File: src/rtl/mult_div_pkg.sv
// Shared encodings and helpers for the iterative multiply/divide unit.
// Op codes, FSM states and iteration sizing live here.
package mult_div_pkg;

  localparam int MD_ITER  = 32;
  localparam int MD_CNT_W = $clog2(MD_ITER);

  typedef enum logic [1:0] {
    MD_MULT  = 2'b00,
    MD_MULTU = 2'b01,
    MD_DIV   = 2'b10,
    MD_DIVU  = 2'b11
  } md_op_t;

  typedef enum logic [1:0] {
    S_IDLE = 2'b00,
    S_RUN  = 2'b01,
    S_FIX  = 2'b10
  } md_state_t;

  // 0x80000000 comes back unchanged and is read as unsigned 2^31
  function automatic logic [31:0] md_mag(
    input logic [31:0] v,
    input logic        sgn
  );
    return (sgn && v[31]) ? (32'd0 - v) : v;
  endfunction

endpackage

File: src/rtl/mult_div_step.sv
// One combinational iteration: shift-add for multiply,
// restoring shift-subtract for divide.
module mult_div_step #(
  parameter int W = 32
) (
  input  logic         i_div,
  input  logic [W-1:0] i_acc,
  input  logic [W-1:0] i_q,
  input  logic [W-1:0] i_m,
  output logic [W-1:0] o_acc,
  output logic [W-1:0] o_q
);

  logic [W:0] w_sum;
  logic [W:0] w_sh;
  logic       w_ge;

  always_comb begin
    w_sum = {1'b0, i_acc} + (i_q[0] ? {1'b0, i_m} : '0);
    w_sh  = {i_acc, i_q[W-1]};
    w_ge  = (w_sh >= {1'b0, i_m});
    o_acc = '0;
    o_q   = '0;
    if (i_div) begin
      // result of a successful trial is below i_m, so W bits suffice
      o_acc = w_ge ? (w_sh[W-1:0] - i_m) : w_sh[W-1:0];
      o_q   = {i_q[W-2:0], w_ge};
    end else begin
      o_acc = w_sum[W:1];
      o_q   = {w_sum[0], i_q[W-1:1]};
    end
  end

endmodule

File: src/rtl/mult_div_unit.sv
// Iterative MULT/MULTU/DIV/DIVU unit holding HI/LO.
// Magnitude datapath in RUN, sign fixup in FIX.
module mult_div_unit
  import mult_div_pkg::*;
#(
  parameter int DATA_WIDTH = 32,
  parameter int ITER       = 32
) (
  input  logic                  clk,
  input  logic                  reset,
  input  logic                  Start,
  input  logic [1:0]            MDOperation,
  input  logic [DATA_WIDTH-1:0] A,
  input  logic [DATA_WIDTH-1:0] B,
  input  logic                  HIWrite,
  input  logic                  LOWrite,
  output logic                  Busy,
  output logic                  Done,
  output logic                  DivByZero,
  output logic [DATA_WIDTH-1:0] HI,
  output logic [DATA_WIDTH-1:0] LO
);

  localparam int CW = $clog2(ITER);
  localparam logic [CW-1:0] LAST = CW'(ITER - 1);

  md_state_t r_state;
  md_state_t w_next;

  logic [CW-1:0]         r_cnt;
  logic [DATA_WIDTH-1:0] r_acc;
  logic [DATA_WIDTH-1:0] r_q;
  logic [DATA_WIDTH-1:0] r_m;
  logic [DATA_WIDTH-1:0] r_a;
  logic                  r_div;
  logic                  r_neg_q;
  logic                  r_neg_r;
  logic                  r_dz;
  logic                  r_done;
  logic                  r_dz_flag;
  logic [DATA_WIDTH-1:0] r_hi;
  logic [DATA_WIDTH-1:0] r_lo;

  logic                  w_signed;
  logic                  w_isdiv;
  logic [DATA_WIDTH-1:0] w_mag_a;
  logic [DATA_WIDTH-1:0] w_mag_b;
  logic [DATA_WIDTH-1:0] w_acc;
  logic [DATA_WIDTH-1:0] w_q;
  logic [2*DATA_WIDTH-1:0] w_prod;
  logic [DATA_WIDTH-1:0] w_hi;
  logic [DATA_WIDTH-1:0] w_lo;

  assign w_signed = ~MDOperation[0];
  assign w_isdiv  = MDOperation[1];
  assign w_mag_a  = md_mag(A, w_signed);
  assign w_mag_b  = md_mag(B, w_signed);

  mult_div_step #(
    .W(DATA_WIDTH)
  ) u_step (
    .i_div (r_div),
    .i_acc (r_acc),
    .i_q   (r_q),
    .i_m   (r_m),
    .o_acc (w_acc),
    .o_q   (w_q)
  );

  always_ff @(posedge clk) begin
    if (reset) r_state <= S_IDLE;
    else       r_state <= w_next;
  end

  always_comb begin
    w_next = r_state;
    unique case (r_state)
      S_IDLE:  if (Start) w_next = S_RUN;
      S_RUN:   if (r_cnt == LAST) w_next = S_FIX;
      S_FIX:   w_next = S_IDLE;
      default: w_next = S_IDLE;
    endcase
  end

  always_comb begin
    w_prod = {r_acc, r_q};
    if (r_neg_q) w_prod = '0 - w_prod;
    w_hi = '0;
    w_lo = '0;
    if (!r_div) begin
      w_hi = w_prod[2*DATA_WIDTH-1:DATA_WIDTH];
      w_lo = w_prod[DATA_WIDTH-1:0];
    end else if (r_dz) begin
      w_hi = r_a;
      w_lo = '1;
    end else begin
      w_hi = r_neg_r ? ('0 - r_acc) : r_acc;
      w_lo = r_neg_q ? ('0 - r_q) : r_q;
    end
  end

  always_ff @(posedge clk) begin
    if (reset) begin
      r_cnt     <= '0;
      r_acc     <= '0;
      r_q       <= '0;
      r_m       <= '0;
      r_a       <= '0;
      r_div     <= 1'b0;
      r_neg_q   <= 1'b0;
      r_neg_r   <= 1'b0;
      r_dz      <= 1'b0;
      r_done    <= 1'b0;
      r_dz_flag <= 1'b0;
      r_hi      <= '0;
      r_lo      <= '0;
    end else begin
      r_done <= 1'b0;
      unique case (r_state)
        S_IDLE: begin
          if (Start) begin
            r_div     <= w_isdiv;
            r_a       <= A;
            r_acc     <= '0;
            r_cnt     <= '0;
            r_q       <= w_isdiv ? w_mag_a : w_mag_b;
            r_m       <= w_isdiv ? w_mag_b : w_mag_a;
            r_neg_q   <= w_signed & (A[DATA_WIDTH-1] ^ B[DATA_WIDTH-1]);
            r_neg_r   <= w_signed & A[DATA_WIDTH-1];
            r_dz      <= w_isdiv & (B == '0);
            r_dz_flag <= 1'b0;
          end else begin
            if (HIWrite) r_hi <= A;
            if (LOWrite) r_lo <= A;
          end
        end
        S_RUN: begin
          r_acc <= w_acc;
          r_q   <= w_q;
          r_cnt <= r_cnt + 1'b1;
        end
        S_FIX: begin
          r_hi      <= w_hi;
          r_lo      <= w_lo;
          r_done    <= 1'b1;
          r_dz_flag <= r_dz;
        end
        default: ;
      endcase
    end
  end

  assign Busy      = (r_state != S_IDLE);
  assign Done      = r_done;
  assign DivByZero = r_dz_flag;
  assign HI        = r_hi;
  assign LO        = r_lo;

endmodule

File: config.mk
export PLATFORM = sky130hd
export DESIGN_NAME = mult_div_unit
export DESIGN_NICKNAME = d
export VERILOG_FILES = /design/src/rtl/mult_div_pkg.sv /design/src/rtl/mult_div_step.sv /design/src/rtl/mult_div_unit.sv
export SDC_FILE = /design/constraint.sdc
export NUM_CORES = 1
export LEC_CHECK = 0
export BUFFER_PORTS_ARGS = -buffer_cell sky130_fd_sc_hd__buf_2
export CORE_MARGIN = 3
export CORE_UTILIZATION = 40
export CTS_BUF_LIST = sky130_fd_sc_hd__clkbuf_4
export DETAILED_ROUTE_END_ITERATION = 6
export SYNTH_ARGS = -nofsm -noshare
export SYNTH_HDL_FRONTEND = slang
export SYNTH_SLANG_ARGS = --single-unit
export TNS_END_PERCENT = 1
File: constraint.sdc
create_clock -name clk -period 3.8 [get_ports clk]
set_input_delay 0.76 -clock clk [delete_from_list [all_inputs] [get_ports clk]]
set_output_delay 0.76 -clock clk [all_outputs]
set_load 0.1 [all_outputs]
==> flow_metrics.env, run 1 <==
export IMPL_final_max_slew_viol_count=0
export IMPL_ys_types=79
export IMPL_setup_tns_ns=0
export IMPL_grt_overflow_total=0
export IMPL_powerDensity_nw_per_um2=354.9
export IMPL_crit_chain="inv_1 > ha_1 > inv_1 > fa_1 > a21o_1 > a221oi_1 > o211ai_1 > a31o_2 > a311oi_1 > o21ai_0 > xnor2_1 > o211ai_1 > a22o_1"
export IMPL_dpl_instance_area_um2=17800
export IMPL_status="finished, final reports clean"
export IMPL_vdd_ir_drop_worst_uv=248.1
export IMPL_drtPass1Iterations=5
export IMPL_place_gp_congestion=0.9688
export IMPL_cp_start_kind="register"
export IMPL_drtIter0Drc=1555
export IMPL_critPathRequiredTime_ns=4.42
export IMPL_grt_first_pass_wirelength_um=98170
export IMPL_track_usage=0.2833
export IMPL_hpwl_um=48320
export IMPL_nNetsFinal=2499
export IMPL_multi_input_area_um2=11450
export IMPL_clockRootBuffer="clkbuf_4"
export IMPL_grt_pass1_vias=16920
export IMPL_rsz0062_at_grt="no"
export IMPL_yosys_warnings=0
export IMPL_seqCellArea_um2=4110
export IMPL_cts_buffers=57
export IMPL_reg2reg_slack_ns=0.35
export IMPL_stdcell_area_um2=18490
export IMPL_fp_dieH_um=209.1
export IMPL_fill_cells=4143
export IMPL_clk_pin_slew_ns=0.07
export IMPL_antenna_found_initial=3
export IMPL_cts_setup_buffers=0
export IMPL_hold_buffers=0
export IMPL_p_leak_uw=0.007329
export IMPL_timing_fmax_mhz=289.8
export IMPL_cts_sinks=205
export IMPL_cts_resized=0
export IMPL_critical_path_arrival_ns=4.07
export IMPL_die_x_um=209.1
export IMPL_critical_path_class="reg -> reg"
export IMPL_holdWs_ns=0.3654
export IMPL_worstMarginPinSlew_ns=1.069
export IMPL_hp_class="in -> reg"
export IMPL_start_util=0.4096
export IMPL_clk_path_buf_depth=3
export IMPL_die_area_um2=43720
export IMPL_utilization=0.4590
export IMPL_synthToLayoutAreaGrowth_pct=12.07
export IMPL_routed_via_density=6.133
export IMPL_wl_per_cell_um=22.19
export IMPL_maxCapViolations=0
export IMPL_finalHoldViolCount=0
export IMPL_slew_headroom=0.2864
export IMPL_synth_area_per_cell_um2=7.268
export IMPL_fin_crit_sh=0.9080
export IMPL_drive_gt1_frac=0.1463
export IMPL_finClkSkew_ns=0.03703
export IMPL_synthesis_area_um2=16500
export IMPL_synth_edff_count=0
export IMPL_cp_top_family="compound AO/OA/AOI/OAI gates"
export IMPL_ys_seq_area_frac=0.2487
export IMPL_syn_inst=2270
export IMPL_htreeDepth=2
export IMPL_ys_flop_type="dfxtp_1"
export IMPL_num_rows=73
export IMPL_critPathSlowestCell="a311oi_1"
export IMPL_core_area_um2=40280
export IMPL_cp_num_buf_inv=2
export IMPL_cts_tree="yes"
export IMPL_syn_nets=2413
export IMPL_final_antenna_net_count=0
export IMPL_endpoint_kind="register"
export IMPL_grt_max_degree=127
export IMPL_ios=138
export IMPL_routed_wirelength_um=64780
export IMPL_post_route_min_period_ns=3.451
export IMPL_drcViolationCount=0
export IMPL_portBuffers=137
export IMPL_synth_seq_cells=205
export IMPL_crit_fanout=7
export IMPL_finalPower_uw=6563
export IMPL_vias=17900
export IMPL_finalSetupViolCount=0
export IMPL_worstSkewPairLatency_ns=0.75
export IMPL_max_stage_delay_ns=0.41
export IMPL_async_flop_share=0
[layout by cell type (no fill, tap or decap), types with 8 or more instances in the layout]
cell and count:
xnor2_1 125, buf_2 136, or3_1 16, or2_2 11, a2111oi_0 10, inv_1 62, nor2b_1 10, a21oi_1 243
nand2_1 307, a22oi_1 12, clkbuf_4 86, nand4_1 11, o41ai_1 18, o221ai_1 36, mux2i_1 62, a31oi_1 22
a221oi_1 12, a211oi_1 69, nor4_1 23, nand3_1 30, ha_1 70, nor3_1 37, nand2b_1 18, xor2_1 71
buf_4 80, and3_1 16, and2_1 9, dfxtp_1 202, clkinv_1 8, nor2_1 199, o31ai_1 32, a31o_2 8
or4_1 11, o211ai_1 62, a21o_1 40, o21ai_0 123
[where the power goes]
part           switching [µW]  total [µW]  internal (µW)
Clock                    1020        2040           1020
Combinational            1410        2070            660
Sequential                173        2450           2280
[state kept, by name, indices dropped and copies added, names as in the netlist, 2 cells and up]
signal / cells
HI: 32
LO: 32
r_a: 32
r_acc: 32
r_m: 32
r_q: 32
r_cnt: 5
r_state: 2
[cell families after synthesis]
group,share of synthesized area
AO/OA/AOI/OAI,0.2971
AND/OR/NAND/NOR,0.1961
buffers and inverters,0.05946
flip-flops,0.2487
XOR/XNOR,0.1040
adder cells (fa/ha/maj),0.05551
multiplexers,0.03898
[cells in the mapped netlist (all sizes together), types with 13 or more instances]
| master | number | area share |
|---|---|---|
| nand2 | 308 | 0.070 |
| a21oi | 244 | 0.074 |
| dfxtp | 205 | 0.25 |
| nor2 | 202 | 0.046 |
| clkbuf | 161 | 0.037 |
| o21ai | 125 | 0.038 |
| xnor2 | 125 | 0.066 |
| xor2 | 71 | 0.038 |
| ha | 70 | 0.053 |
| a211oi | 69 | 0.031 |
| inv | 63 | 0.014 |
| mux2i | 62 | 0.038 |
| o211ai | 62 | 0.028 |
| a21o | 40 | 0.018 |
| nor3 | 39 | 0.012 |
| o221ai | 36 | 0.019 |
| o31ai | 33 | 0.016 |
| buf | 31 | 0.0082 |
| nand3 | 30 | 0.0091 |
| nor4 | 23 | 0.0087 |
| a31oi | 22 | 0.0083 |
| nand2b | 18 | 0.0068 |
| o41ai | 18 | 0.0096 |
| or3 | 18 | 0.0072 |
| and3 | 16 | 0.0061 |
| or4 | 13 | 0.0064 |
[worst reg2reg max path, stage by stage, from the launching register on]
cell and delay, ns:
dfxtp_1 0.37, inv_1 0.11, ha_1 0.17, inv_1 0.06, fa_1 0.40, a21o_1 0.20, a221oi_1 0.34, o211ai_1 0.24
a31o_2 0.34, a311oi_1 0.41, o21ai_0 0.19, xnor2_1 0.16, o211ai_1 0.10, a22o_1 0.23
[final timing paths]
check	start	end	depth (start not counted)
setup / recovery	r_q[31]	r_acc[24]	13
hold / removal	A[10]	r_a[10]	3
setup reg to reg	r_q[31]	r_acc[24]	13
hold reg to reg	LO[27]	LO[27]	2
[final cells by class]
type	instances	area share
repair buffers	219	0.07255
clock inverters	10	0.002369
inverters	64	0.01299
well taps	525	0.03553
multi-input cells	1809	0.6192
flip-flops and latches	205	0.2223
diodes	1	0.0001353
clock buffers	86	0.03492
[through the flow]
stage	worst slack (ns)	instances
floorplan	0.6158	2270
CTS	0.3812	2918
global placement	0.3026	2822
finish	0.3495	2919
global route	0.1351	2919
detailed placement	0.2406	2822
[metal layers]
metal  track usage  part of all wire  vias to the layer above
met2        0.4449              0.45                      792
met4        0.1300             0.049                        2
met1        0.3792              0.42                     8562
met5             0           0.00020                        -
li1              -                 -                     8380
met3       0.04984             0.081                      166
No activity file was read; power rests on OpenSTA's default activity.
==> inputs of run 2 (changes only) <==
==> constraint.sdc (replaced) <==
create_clock -name clk -period 3.9 [get_ports clk]
set_input_delay 0.78 -clock clk [delete_from_list [all_inputs] [get_ports clk]]
set_output_delay 0.78 -clock clk [all_outputs]
set_load 0.1 [all_outputs]
==> run 2 against run 1 <==
Global-route usage increased by 0.54 points; power shrank 0.80%; fmax decreased by 3.7%; die area unchanged; critical path type unchanged.
==> flow_metrics.env, run 2 (synthesized netlist as in run 1, its figures left out) <==
export IMPL_r2r_start="r_q[3]"
export IMPL_track_usage=0.2886
export IMPL_portBuffers=137
export IMPL_hpwl_um=49180
export IMPL_p_clk_frac=0.316
export IMPL_wl_per_cell_um=22.61
export IMPL_routed_via_density=6.130
export IMPL_reg2reg_slack_ns=0.32
export IMPL_clk_pin_slew_ns=0.07
export IMPL_holdPathStages=3
export IMPL_vdd_ir_drop_worst_uv=286.9
export IMPL_worstSkewPairLatency_ns=0.86
export IMPL_combPwrFrac=0.321
export IMPL_timing_fmax_mhz=279.2
export IMPL_critPathRequiredTime_ns=4.55
export IMPL_mostFrequentLayoutCell="nand2_1"
export IMPL_stdcell_area_um2=18580
export IMPL_slew_headroom=0.2971
export IMPL_ios=138
export IMPL_clk_path_buf_depth=3
export IMPL_drive_gt1_frac=0.1472
export IMPL_fin_crit_sh=0.9185
export IMPL_final_antenna_net_count=0
export IMPL_min_from="A[4]"
export IMPL_utilization=0.4612
export IMPL_critical_path_class="reg -> reg"
export IMPL_status="finished, final reports clean"
export IMPL_finalSetupViolCount=0
export IMPL_p_leak_uw=0.007377
export IMPL_hold_end="r_a[4]"
export IMPL_num_rows=73
export IMPL_cts_tree="yes"
export IMPL_dpl_instance_area_um2=17830
export IMPL_start_util=0.4096
export IMPL_place_gp_congestion=0.9612
export IMPL_antenna_found_initial=1
export IMPL_grt_overflow_total=0
export IMPL_mostFrequentLayoutCells="nand2_1 (307), a21oi_1 (243), dfxtp_1 (202)"
export IMPL_hp_class="in -> reg"
export IMPL_finClkSkew_ns=0.09936
export IMPL_powerDensity_nw_per_um2=350.4
export IMPL_cts_resized=0
export IMPL_worstMarginPinSlew_ns=1.052
export IMPL_htreeDepth=2
export IMPL_cp_top_family="simple AND/OR/NAND/NOR gates"
export IMPL_timing_rr_end="HI[28]"
export IMPL_endpoint_kind="register"
export IMPL_drtPass1Iterations=5
export IMPL_drtIter0Drc=1912
export IMPL_routed_wirelength_um=66410
export IMPL_cts_buffers=61
export IMPL_switching_share=0.4080
export IMPL_grt_pass1_vias=16730
export IMPL_cts_sinks=205
export IMPL_p_sw_uw=2656
export IMPL_cp_num_buf_inv=2
export IMPL_finalHoldViolCount=0
export IMPL_cts_setup_buffers=0
export IMPL_post_route_min_period_ns=3.582
export IMPL_die_area_um2=43720
export IMPL_cp_start_kind="register"
export IMPL_maxCapViolations=0
export IMPL_setup_tns_ns=0
export IMPL_cpMostUsedCell="buf_4"
export IMPL_p_int_uw=3854
export IMPL_core_area_um2=40280
export IMPL_die_x_um=209.1
export IMPL_grt_first_pass_wirelength_um=99490
export IMPL_synthToLayoutAreaGrowth_pct=12.61
export IMPL_clockRootBuffer="clkbuf_4"
export IMPL_critical_path_arrival_ns=4.23
export IMPL_fill_cells=4146
export IMPL_drcViolationCount=0
export IMPL_fp_dieH_um=209.1
export IMPL_grt_max_degree=81
export IMPL_vias=18010
export IMPL_rsz0062_at_grt="no"
export IMPL_crit_fanout=8
export IMPL_seqPwrFrac=0.363
export IMPL_ff2ff_path_depth=11
export IMPL_hold_buffers=0
export IMPL_final_max_slew_viol_count=0
export IMPL_nNetsFinal=2506
export IMPL_max_stage_delay_ns=0.60
export IMPL_crit_chain="or4_1 > nor4b_2 > buf_4 > nand3_1 > or2_2 > nor4_1 > buf_4 > a31oi_1 > xor2_1 > mux2i_1 > a2111oi_0"
export IMPL_critPathSlowestCell="or4_1"
-- run 2: changes by cell type in the layout (fill, tap and decap cells not counted), sizes merged --
| cell | delta |
|---|---|
| clkinvlp | +1 |
| clkbuf | -5 |
| buf | +3 |
| clkinv | +19 |
-- run 2: per-layer routing --
| metal | GRT usage | part of all wire | vias up |
|---|---|---|---|
| met2 | 0.4613 | 0.45 | 834 |
| met1 | 0.3931 | 0.43 | 8578 |
| li1 | - | - | 8430 |
| met3 | 0.03798 | 0.077 | 163 |
| met4 | 0.1194 | 0.043 | 0 |
| met5 | 0 | 0 | - |
-- run 2: final cells by class --
class                           count  area [µm²]  area share
Clock inverter                     30       130.1    0.007004
Antenna cell                        1       2.502   0.0001347
Multi-Input combinational cell   1809       11450      0.6165
Tap cell                          525       656.9     0.03536
Clock buffer                       81       608.1     0.03273
Sequential cell                   205        4110      0.2212
Inverter                           64       240.2     0.01293
Timing Repair Buffer              222        1376     0.07408
-- run 2: power by group through the flow --
stage	sequential [µW]	combinational [µW]	clock (µW)
after floorplan	2600	1190	0
after global placement	2400	2040	0
after detailed placement	2400	2040	0
after CTS	2360	2060	2100
after global routing	2380	2230	2210
final	2370	2090	2060
-- run 2: how the worst max path moves through the flow --
stage / startpoint / to / slack, ns / depth (start not counted)
after floorplan: r_q[0] / r_acc[29] / 0.72 / 14
after global placement: A[6] / r_m[28] / 0.33 / 10
after detailed placement: A[6] / r_m[28] / 0.28 / 10
after CTS: r_q[3] / HI[28] / 0.34 / 11
after global routing: r_q[3] / HI[12] / 0.08 / 11
final: r_q[3] / HI[28] / 0.32 / 11
-- run 2: per-stage QoR --
step	cells	hold WS [ns]	setup slack, ns	power [µW]
2_1_floorplan	2270	0.4287	0.7158	3790
3_3_place_gp	2825	0.4398	0.3265	4441
3_5_place_dp	2825	0.4442	0.2776	4450
4_1_cts	2936	0.2046	0.3441	6516
5_1_grt	2937	0.2428	0.07708	6815
6_report	2937	0.2487	0.3179	6510
-- run 2: worst reg2reg max path, cell delays in order, from the launching register on --
cell       delay [ns]
dfxtp_1          0.41
or4_1            0.60
nor4b_2          0.27
buf_4            0.17
nand3_1          0.15
or2_2            0.40
nor4_1           0.31
buf_4            0.18
a31oi_1          0.15
xor2_1           0.20
mux2i_1          0.10
a2111oi_0        0.43
